<file path="src/rtl/apb_demux_pkg.sv">
// Shared types and helpers for the APB round-robin master sequencer.
package apb_demux_pkg;

    typedef enum logic [1:0] {
        ST_IDLE   = 2'd0,
        ST_SETUP  = 2'd1,
        ST_ACCESS = 2'd2
    } apb_state_e;

    // Index width that stays at least one bit wide for degenerate counts.
    function automatic int unsigned idx_width(input int unsigned n);
        return (n <= 1) ? 1 : $clog2(n);
    endfunction

    localparam int unsigned RDATA_ZERO = 0;

endpackage

</file>
<file path="src/rtl/apb_rr_arbiter.sv">
// Combinational round-robin picker: first valid requester at or after ptr, wrapping.
module apb_rr_arbiter
    import apb_demux_pkg::*;
#(
    parameter int unsigned REQ_COUNT = 4,
    localparam int unsigned IW = idx_width(REQ_COUNT)
) (
    input  logic [REQ_COUNT-1:0] valid,
    input  logic [IW-1:0]        ptr,
    output logic [REQ_COUNT-1:0] grant,
    output logic [IW-1:0]        grant_idx,
    output logic                 any_valid
);

    always_comb begin
        int unsigned k;
        k         = 0;
        grant     = '0;
        grant_idx = '0;
        any_valid = 1'b0;
        for (int unsigned i = 0; i < REQ_COUNT; i++) begin
            k = (32'(ptr) + i) % REQ_COUNT;
            if (!any_valid && valid[k]) begin
                any_valid = 1'b1;
                grant[k]  = 1'b1;
                grant_idx = IW'(k);
            end
        end
    end

endmodule

</file>
<file path="src/rtl/apb_rr_master_arb.sv">
// Round-robin arbiter plus APB master sequencer sharing one APB port among REQ_COUNT requesters.
module apb_rr_master_arb
    import apb_demux_pkg::*;
#(
    parameter int unsigned REQ_COUNT      = 4,
    parameter int unsigned ADDR_WIDTH     = 32,
    parameter int unsigned DATA_WIDTH     = 32,
    parameter int unsigned TIMEOUT_CYCLES = 16
) (
    input  logic                             PCLK,
    input  logic                             PRESETn,
    input  logic [REQ_COUNT-1:0]             req_valid_i,
    output logic [REQ_COUNT-1:0]             req_ready_o,
    input  logic [REQ_COUNT*ADDR_WIDTH-1:0]  req_addr_i,
    input  logic [REQ_COUNT-1:0]             req_write_i,
    input  logic [REQ_COUNT*DATA_WIDTH-1:0]  req_wdata_i,
    output logic [REQ_COUNT-1:0]             rsp_valid_o,
    output logic [DATA_WIDTH-1:0]            rsp_rdata_o,
    output logic                             rsp_err_o,
    output logic                             PSEL,
    output logic                             PENABLE,
    output logic [ADDR_WIDTH-1:0]            PADDR,
    output logic                             PWRITE,
    output logic [DATA_WIDTH-1:0]            PWDATA,
    input  logic                             PREADY,
    input  logic [DATA_WIDTH-1:0]            PRDATA,
    input  logic                             PSLVERR
);

    localparam int unsigned IW = idx_width(REQ_COUNT);
    localparam int unsigned CW = idx_width(TIMEOUT_CYCLES);
    localparam logic [CW-1:0] CNT_LAST = CW'(TIMEOUT_CYCLES - 1);
    localparam logic [IW-1:0] IDX_LAST = IW'(REQ_COUNT - 1);
    localparam logic [DATA_WIDTH-1:0] ZERO_DATA = DATA_WIDTH'(RDATA_ZERO);

    apb_state_e            state;
    logic [IW-1:0]         ptr;
    logic [IW-1:0]         owner;
    logic [CW-1:0]         cnt;
    logic [REQ_COUNT-1:0]  grant;
    logic [IW-1:0]         gidx;
    logic                  any_valid;
    logic                  complete;
    logic                  do_grant;

    apb_rr_arbiter #(
        .REQ_COUNT (REQ_COUNT)
    ) u_arb (
        .valid     (req_valid_i),
        .ptr       (ptr),
        .grant     (grant),
        .grant_idx (gidx),
        .any_valid (any_valid)
    );

    // A stalled slave is cut off on the last allowed ACCESS cycle.
    assign complete    = (state == ST_ACCESS) && (PREADY || (cnt == CNT_LAST));
    assign do_grant    = PRESETn && any_valid && ((state == ST_IDLE) || complete);
    assign req_ready_o = do_grant ? grant : '0;

    always_ff @(posedge PCLK or negedge PRESETn) begin
        if (!PRESETn) begin
            state       <= ST_IDLE;
            ptr         <= '0;
            owner       <= '0;
            cnt         <= '0;
            PSEL        <= 1'b0;
            PENABLE     <= 1'b0;
            PADDR       <= '0;
            PWRITE      <= 1'b0;
            PWDATA      <= '0;
            rsp_valid_o <= '0;
            rsp_rdata_o <= '0;
            rsp_err_o   <= 1'b0;
        end else begin
            rsp_valid_o <= '0;
            rsp_rdata_o <= '0;
            rsp_err_o   <= 1'b0;

            if (complete) begin
                rsp_valid_o <= REQ_COUNT'(1) << owner;
                rsp_rdata_o <= (PREADY && !PWRITE) ? PRDATA : ZERO_DATA;
                rsp_err_o   <= PREADY ? PSLVERR : 1'b1;
            end

            // Capture the winner's fields on the grant edge; they hold until the next grant.
            if (do_grant) begin
                state   <= ST_SETUP;
                PSEL    <= 1'b1;
                PENABLE <= 1'b0;
                owner   <= gidx;
                ptr     <= (gidx == IDX_LAST) ? '0 : gidx + IW'(1);
                PADDR   <= req_addr_i[gidx*ADDR_WIDTH +: ADDR_WIDTH];
                PWRITE  <= req_write_i[gidx];
                PWDATA  <= req_write_i[gidx] ? req_wdata_i[gidx*DATA_WIDTH +: DATA_WIDTH]
                                             : ZERO_DATA;
            end else begin
                case (state)
                    ST_IDLE: begin
                        PSEL    <= 1'b0;
                        PENABLE <= 1'b0;
                    end
                    ST_SETUP: begin
                        state   <= ST_ACCESS;
                        PENABLE <= 1'b1;
                        cnt     <= '0;
                    end
                    ST_ACCESS: begin
                        if (complete) begin
                            state   <= ST_IDLE;
                            PSEL    <= 1'b0;
                            PENABLE <= 1'b0;
                        end else begin
                            cnt <= cnt + CW'(1);
                        end
                    end
                    default: begin
                        state   <= ST_IDLE;
                        PSEL    <= 1'b0;
                        PENABLE <= 1'b0;
                    end
                endcase
            end
        end
    end

endmodule

</file>
<file path="config.mk">
export PLATFORM = sky130hd
export DESIGN_NAME = apb_rr_master_arb
export DESIGN_NICKNAME = d
export VERILOG_FILES = /design/src/rtl/apb_demux_pkg.sv /design/src/rtl/apb_rr_arbiter.sv /design/src/rtl/apb_rr_master_arb.sv
export SDC_FILE = /design/constraint.sdc
export NUM_CORES = 1
export LEC_CHECK = 0
export BUFFER_PORTS_ARGS = -buffer_cell sky130_fd_sc_hd__buf_2
export CAP_MARGIN = 25
export CORE_AREA = 2 2 160 162
export CTS_BUF_LIST = sky130_fd_sc_hd__clkbuf_4 sky130_fd_sc_hd__clkbuf_8
export DETAILED_ROUTE_END_ITERATION = 8
export DIE_AREA = 0 0 162 164
export PLACE_DENSITY = 0.52
export SYNTH_ARGS = -nofsm -noshare
export SYNTH_HDL_FRONTEND = slang
export SYNTH_SLANG_ARGS = --single-unit
export TNS_END_PERCENT = 20
</file>
<file path="constraint.sdc">
create_clock -name PCLK -period 3.11 [get_ports PCLK]
set_input_delay 0.622 -clock PCLK [delete_from_list [all_inputs] [get_ports PCLK]]
set_output_delay 0.622 -clock PCLK [all_outputs]
set_load 0.01 [all_outputs]
</file>
# == Word level (Yosys, flattened, before mapping) ==
# Cells that the tools add are included.
# word_totals
register_bits,114
in_bits,300
output_inout_bits,108
wordCells,111
# classes
n_addsub,5
magnitude_cmp,9
n_eq_ne,8
shift,3
n_mux,48
bitwise,4
n_reduce_logical,22
# ops
cell,count
variable part select 128 x 8 -> 32 bit,2
2-to-1 mux 32 bit,3
2-to-1 mux 4 bit,7
2-to-1 mux 1 bit,18
< comparator 2 x 3 -> 1 bit (second input constant),5
2-to-1 mux 2 bit,7
OR 4 bit,3
logical AND 1 bit,11
binary-select mux 1 bit (select 2 bit),5
demux 1 bit (select 2 bit),4
>= comparator 2 x 1 -> 1 bit (second input constant),4
case mux 4 bit (2 select lines),1
inequality test 2 bit (second input constant),3
case mux 2 bit (3 select lines),1
adder 2 x 1 -> 2 bit (second input constant),2
adder 2 bit (second input constant),2
adder 4 x 1 -> 4 bit (second input constant),1
equality test 2 bit (second input constant),2
equality test 4 bit (second input constant),1
zero test 1 bit,4
case mux 1 bit (2 select lines),2
AND reduction 2 bit,2
<< shifter 1 x 2 -> 4 bit (first input constant),1
inequality test 3 bit (second input constant),1
other kinds (6),7

# == Depth between registers and ports, before layout ==
# Gate-level depths: netlist (run 1).
# depth
ltp_word,16
ltp_mapped,13

# == Modules after synthesis ==
# A second synthesis (run 1) with hierarchy kept.
# unflattened
hier_cells,412
hier_area_um2,6282.3
# modules_own_cells
mod,instances,cells_each,area_per_inst_um2
apb_rr_master_arb,1,367,5863.1
apb_rr_arbiter,1,45,419.2

# == Worst setup path after synthesis (run 1) ==
# No wires, ideal clock.
# synth_path
path_kind,reg-to-output
from,register ptr[0]
to,output port req_ready_o[0]
arrival_time_ps,2257
t_required_ps,2488
path_slack_ps,231
path_stages_with_launch,9
path_buffers,2
cell_sequence,dfrtp_1 -> buf_6 -> inv_1 -> ha_1 -> mux4_2 -> buf_2 -> nor3b_1 -> a221oi_1 -> nor2_1
# synth_between
elab_chain_cells,15
elab_cells_between_ends,51
cone_classes,3 x add/sub; 8 x order compare; 25 x mux; 3 x bitwise; 12 x reduce/logical
# synth_lines
element,line,rtl
from (decl),apb_rr_master_arb.sv:37,logic [IW-1:0] ptr;
from (signal assigned),apb_rr_master_arb.sv:92,ptr <= (gidx == IDX_LAST) ? '0 : gidx + IW'(1);
branches (longest 14 deep; another with < comparator 2 x 3 -> 1 bit),-,
2-to-1 mux 4 bit (*),apb_rr_master_arb.sv:59,assign req_ready_o = do_grant ? grant : '0;
to (decl),apb_rr_master_arb.sv:13,"output logic [REQ_COUNT-1:0] req_ready_o,"
# Every way passes the cells marked *. The select of a mux whose other input is x is not followed.

# == Worst setup path after layout (run 1) ==
# layout_path
from,register ptr[0]
to,output port req_ready_o[1]
# Same word-level chain as after synthesis.

==> results by group, run 1 <==
GRT
  • Vias in the first global route: 6672
  • Gr ovfl total: 0
  • Global-route wire length before repair: approximately 37 mm
  • GRT Resource Usage Total: 18.1%
  • Initial antenna violation count: 3
  • Largest net degree at the start of global routing: just over 70

Synthesis
  • Top cells by area, synth: dfrtp_1 44%, nand2_1 10%, mux2i_1 10%
  • Yosys warning total: 0
  • Distinct cells, synth: 53
  • Mapped cell area: 6490 um^2
  • Post-synthesis sequential area ratio: 43.9%
  • Syn nets: between 1000 and 1500
  • Post-synth EDFFs: 0
  • Synth top area share: 43.9%
  • Largest area contributor in the netlist: dfrtp_1
  • FF+latch count, synth: 114
  • Async set or reset register ratio after synthesis: 100%
  • Top_reg_cell synth: dfrtp_1
  • Average size of a mapped cell: 9.33 um^2
  • Cells after synthesis: 696

Setup path
  • Critical path arrival: 2.46 ns
  • Critical setup path kind: register to output port
  • Delay-heaviest family, CP: flip-flops
  • CP peak stage delay: 0.40 ns
  • CP max FO: 5
  • CP Buf/Inv Count: 3
  • Slowest-stage cell, CP: dfrtp_1
  • Worst path most repeated cell: nor2_1
  • Worst R2R Start: ptr[0]
  • Cell breakdown of the critical path: inv_2, ha_4, mux4_2, buf_6, a22oi_2, nor2_1, a221oi_1, nor2_1, buf_2
  • R2r endpoint: PWDATA[1]
  • CP required: 2.49 ns
  • Worst Setup End Kind: output port
  • Worst reg2reg path depth: 12
  • Worst R2R Setup Slack: 0.17 ns
  • Startpoint Class: register

Die
  • Initial Util: a little over a quarter
  • Cell Rows: 58
  • Die X-Extent: roughly 160 um
  • Core area: 24800 um^2
  • Total die area: between 20000 and 30000 um^2
  • I/O pin count: 408
  • Die height: ~160 um

Clock tree
  • CTS tree: done
  • Clk sinks: 114
  • Clock root buffer: clkbuf_8
  • Clk_lat worst skew: 0.45 ns
  • CTS H-Tree Depth: 4
  • Clock slew at reported path FFs: approximately 0.090 ns
  • Num CTS Buffers: 17
  • Worst-case clock buffer depth: 2

Timing
  • Worst setup margin: 0.0236 ns
  • Final-report setup violation count: 0
  • Worst-Margin Slew: ~0.83 ns
  • Slew Limit Headroom: 44.4%
  • RSZ-0062 raised after global routing: true
  • Max-slew violation count: 0
  • Clock Skew: 0.0280 ns
  • Tcrit/Tclk final: 99.2%
  • Max Clk Rate: 324 MHz
  • Min Tclk post-route: 3.09 ns
  • Final Hold Fails: 0

Finish
  • Area Growth Syn to Fin: 45.8%
  • Reg area: ~2900 um^2
  • Multi-input gate area: around 3400 um^2
  • Number of fillers in the final layout: 2595
  • Util after Layout: 38.1%
  • Layout cells sized above 1: 45.0%
  • Most common cell after layout, fill and taps aside: buf_2
  • Most frequent cells in the layout: 406 x buf_2, 176 x nand2_1, 114 x dfrtp_1, 69 x nand3_1, 65 x mux2i_1
  • Fin nets: 1420

Hold path
  • Hold Path Sink: rsp_rdata_o[28]
  • HP Start: PRDATA[28]
  • Hold WC Path Type: input pin to register
  • Worst hold stages: 2

Run
  • Total of max-cap violations: 0

Drt
  • Final Routed Wirelength: 25.4 mm
  • Drt drc: 0
  • DR pass1 iterations: 5
  • Vias: 6953
  • DR iter-0 viols: 363
  • DR WL/cell: 17.5 um
  • Number of vias per cell: 4.79
  • Remaining antenna violation count: 0

Outcome
  • Outcome: complete, no violations

Place
  • GP Congestion: 0.788
  • PortBufs: approximately 400
  • Sum of net half-perimeters after detailed placement: 18.9 mm
  • Setup WS pre-CTS: 0.0945 ns

Power
  • Power density cells: 999 nW/um^2
  • Maximum vdd drop: 0.520 mV
  • Leak pwr: 0.00522 uW
[layer usage]
| metal | track usage, % | vias up | share of wire, % |
|---|---|---|---|
| met2 | 31.6 | 290 | 51 |
| met1 | 22.2 | 3323 | 40 |
| met4 | 4.38 | 2 | 1.2 |
| met5 | 0 | - | 0.071 |
| li1 | - | 3315 | - |
| met3 | 5.15 | 23 | 7.2 |
[synth_stat cells (3+ instances only)]
cell type / instances
a21oi_1: 8
a221oi_1: 4
a22oi_1: 4
a32o_1: 32
and2_1: 33
and3_1: 3
buf_2: 17
buf_6: 5
buf_8: 3
clkbuf_1: 25
dfrtp_1: 114
ha_1: 13
inv_1: 7
mux2i_1: 65
mux4_2: 4
nand2_1: 176
nand3_1: 69
nor2_1: 25
nor3b_1: 3
o21ai_0: 12
o21ai_1: 4
o221ai_1: 31
[worst max path at each step]
stage | startpoint | endpoint | slack, ns | depth (start not counted)
finish | ptr[0] | req_ready_o[1] | 0.02 | 9
detailed placement | req_valid_i[1] | PWDATA[1] | 0.09 | 10
floorplan | ptr[0] | req_ready_o[0] | 0.23 | 8
CTS | ptr[1] | req_ready_o[1] | 0.01 | 9
global route | ptr[0] | req_ready_o[1] | -0.09 | 9
global placement | req_valid_i[1] | PWDATA[1] | 0.14 | 10
[stage by stage]
step | TNS, ns | total power [uW] | hold WS, ns | std cells | cell area [um^2]
final | 0 | 9460 | 0.372 | 1451 | 9470
after detailed placement | 0 | 7840 | 0.468 | 1405 | 8910
after global placement | 0 | 7790 | 0.469 | 1405 | 8910
after CTS | 0 | 9340 | 0.343 | 1440 | 9340
after floorplan | 0 | 6130 | 0.326 | 696 | 6490
after global routing | -0.259 | 10200 | 0.340 | 1450 | 9460
[what timing repair did]
item,CTS,global route
pin swaps,0,7
hold buffers,0,0
resized for setup,3,12
endpoints found under the hold margin,0,0
endpoints found under the setup margin,4,4
setup buffers,3,10
[kinds of logic (layout without fill, tap and decap cells)]
group | Yosys count | after routing | synth area share [%]
AND/OR/NAND/NOR | 322 | 322 | 22.1
adder cells (fa/ha/maj) | 13 | 13 | 2.51
AO/OA/AOI/OAI | 113 | 113 | 14.4
buffers and inverters | 63 | 487 | 5.24
other | 0 | 1 | 0
multiplexers | 71 | 71 | 11.8
flip-flops | 114 | 114 | 43.9
[layout make-up]
class                      instances  share of cell area (%)
antenna                            1                  0.0264
clock buffer                      17                    2.47
clock inverter                    15                    1.56
inverter                           9                   0.357
multi-input combinational        519                    35.6
sequential                       114                    30.1
tap                              330                    4.36
timing repair buffer             446                    25.5
[power by group]
part / internal, uW / total, uW / leakage (uW) / switching (uW)
Combinational: 2520 / 5870 / 0.00353 / 3350
Clock: 651 / 1390 / 0.000186 / 737
Sequential: 1950 / 2200 / 0.00150 / 251
[sequential cells by signal (all words and copies together) (netlist names)]
signal       cells
PADDR           32
PWDATA          32
rsp_rdata_o     32
ptr              2
cnt              4
PENABLE          1
state            2
rsp_valid_o      4
owner            2
PWRITE           1
rsp_err_o        1
PSEL             1
Note: power is estimated with default switching activity, not from simulation.
==> inputs of run 2 (changes only) <==
Settings changed: MAX_ROUTING_LAYER set to met4, SKIP_CTS_REPAIR_TIMING set to 1.
==> run 2 against run 1 <==
Effect of this change:
- critical path depth unchanged
- sequential power about the same
- fmax increased by 2.1%
- cell count decreased by 0.14%
- final area decreased by 0.32%
- power decreased by 0.91%
- first-iteration DRC count decreased by 7.4%
- register-to-register slack improved by 0.02 ns
- sequential share of layout area increased by 0.096 points
- critical endpoint unchanged
- largest cell class unchanged
- highest routed layer is now met4
==> results by group, run 2 (synthesized netlist as in run 1, its figures left out) <==
Outcome
  • Outcome: complete, no violations

Timing
  • Worst-Margin Slew: 0.834 ns
  • Max Clk Rate: about 330 MHz
  • Final Hold Fails: 0
  • Max-slew violation count: 0
  • Min Tclk post-route: 3.02 ns
  • Slew Limit Headroom: 44.4%
  • Worst setup margin: between 0.08 and 0.09 ns
  • Tcrit/Tclk final: 97.2%
  • Final-report setup violation count: 0
  • Clock Skew: 0.0236 ns
  • RSZ-0062 raised after global routing: true

Setup path
  • Worst Setup End Kind: output port
  • CP required: roughly 2.5 ns
  • CP max FO: 6
  • Critical setup path kind: register to output port
  • Startpoint Class: register
  • Critical path arrival: 2.40 ns

Drt
  • Vias: 6928
  • Number of vias per cell: between 4 and 5
  • Final Routed Wirelength: 25.1 mm
  • DR iter-0 viols: 336
  • DR WL/cell: 17.3 um
  • Remaining antenna violation count: 0
  • DR pass1 iterations: 5
  • Drt drc: 0

Place
  • Setup WS pre-CTS: 0.0945 ns
  • Dpl cell area: 8910 um^2
  • Sum of net half-perimeters after detailed placement: 18.9 mm
  • PortBufs: 407
  • Post-Place Cells: 1405
  • GP Congestion: 0.799

Clock tree
  • Worst-case clock buffer depth: 2
  • Clk sinks: 114
  • Num CTS Buffers: 17
  • Clock slew at reported path FFs: 0.09 ns
  • Clock root buffer: clkbuf_8
  • Clk_lat worst skew: between 0.4 and 0.5 ns
  • CTS tree: done
  • CTS H-Tree Depth: 4

Die
  • Cell Rows: 58
  • Total die area: around 27000 um^2
  • Initial Util: 26.2%
  • Die X-Extent: 162 um
  • Core area: between 20000 and 25000 um^2
  • I/O pin count: 408
  • Die height: 164 um

GRT
  • GRT Resource Usage Total: 18.6%
  • Global-route wire length before repair: 37.2 mm
  • Initial antenna violation count: 3
  • Gr ovfl total: 0
  • Vias in the first global route: roughly 6700
  • Largest net degree at the start of global routing: 72

Power
  • Power density cells: 993 nW/um^2
  • Maximum vdd drop: between 0.5 and 0.6 mV
  • Leak pwr: a little over 0.005 uW
  • Power Total: 9370 uW

Finish
  • Area Growth Syn to Fin: 45.3%
  • Most common cell after layout, fill and taps aside: buf_2
  • Post-route design area: about 9400 um^2
  • Most frequent cells in the layout: 406 x buf_2, 176 x nand2_1, 114 x dfrtp_1, 69 x nand3_1, 65 x mux2i_1
  • Final Instance Count excl. Fillers: approximately 1400
  • Largest regs: PADDR (32), PWDATA (32), rsp_rdata_o (32)
  • Layout cells sized above 1: 44.7%
  • Fin nets: 1416

Run
  • Total of max-cap violations: 0

Hold path
  • Hold WC Path Type: input pin to register
-- run 2: report_power, final --
| group | switching [uW] | internal, uW | leakage [uW] |
|---|---|---|---|
| Combinational | 3310 | 2480 | 0.00351 |
| Sequential | 252 | 1950 | 0.00150 |
| Clock | 733 | 651 | 0.000186 |
| Total | 4300 | 5080 | 0.00520 |
-- run 2: worst max-delay path: stages, from the launching register on --
cell and delay [ns]:
dfrtp_1 0.40, inv_2 0.08, ha_4 0.28, mux4_2 0.41
buf_6 0.18, a22oi_2 0.14, nor2_1 0.05, a221oi_1 0.20
nor2_1 0.08, buf_2 0.15
-- run 2: per-layer routing --
layer	vias to the layer above	GRT usage, %	part of all wire (%)
met4	0	5.11	1.3
li1	3309	-	-
met3	19	3.86	6.4
met5	-	-	0
met1	3323	22.7	41
met2	277	31.5	51
-- run 2: worst paths after layout --
kind / end / depth (start not counted) / from / slack [ns]
worst max register to register: PWDATA[1] / 12 / ptr[0] / 0.19
worst min register to register: PADDR[26] / 2 / PADDR[26] / 0.49
max in group asynchronous: PWDATA[17] / 2 / PRESETn / 2.13
worst max-delay path: req_ready_o[1] / 9 / ptr[0] / 0.09
worst min-delay path: rsp_rdata_o[28] / 2 / PRDATA[28] / 0.38
min in group asynchronous: PADDR[30] / 2 / PRESETn / 0.40
-- run 2: per-stage QoR --
step                TNS [ns]  hold slack [ns]  util, %
floorplan                  0            0.326        -
global placement           0            0.469     35.9
detailed placement         0            0.468     35.9
CTS                   -0.509            0.343     37.5
global route          -0.194            0.346     38.0
finish                     0            0.375     38.0
-- run 2: cell type report --
type                       instances  area [um^2]
fill                            2595        15400
multi-input combinational        519         3370
sequential                       114         2850
timing repair buffer             442         2380
tap                              330          413
clock buffer                      17          234
clock inverter                    15          148
inverter                           9         33.8
antenna                            3         7.51
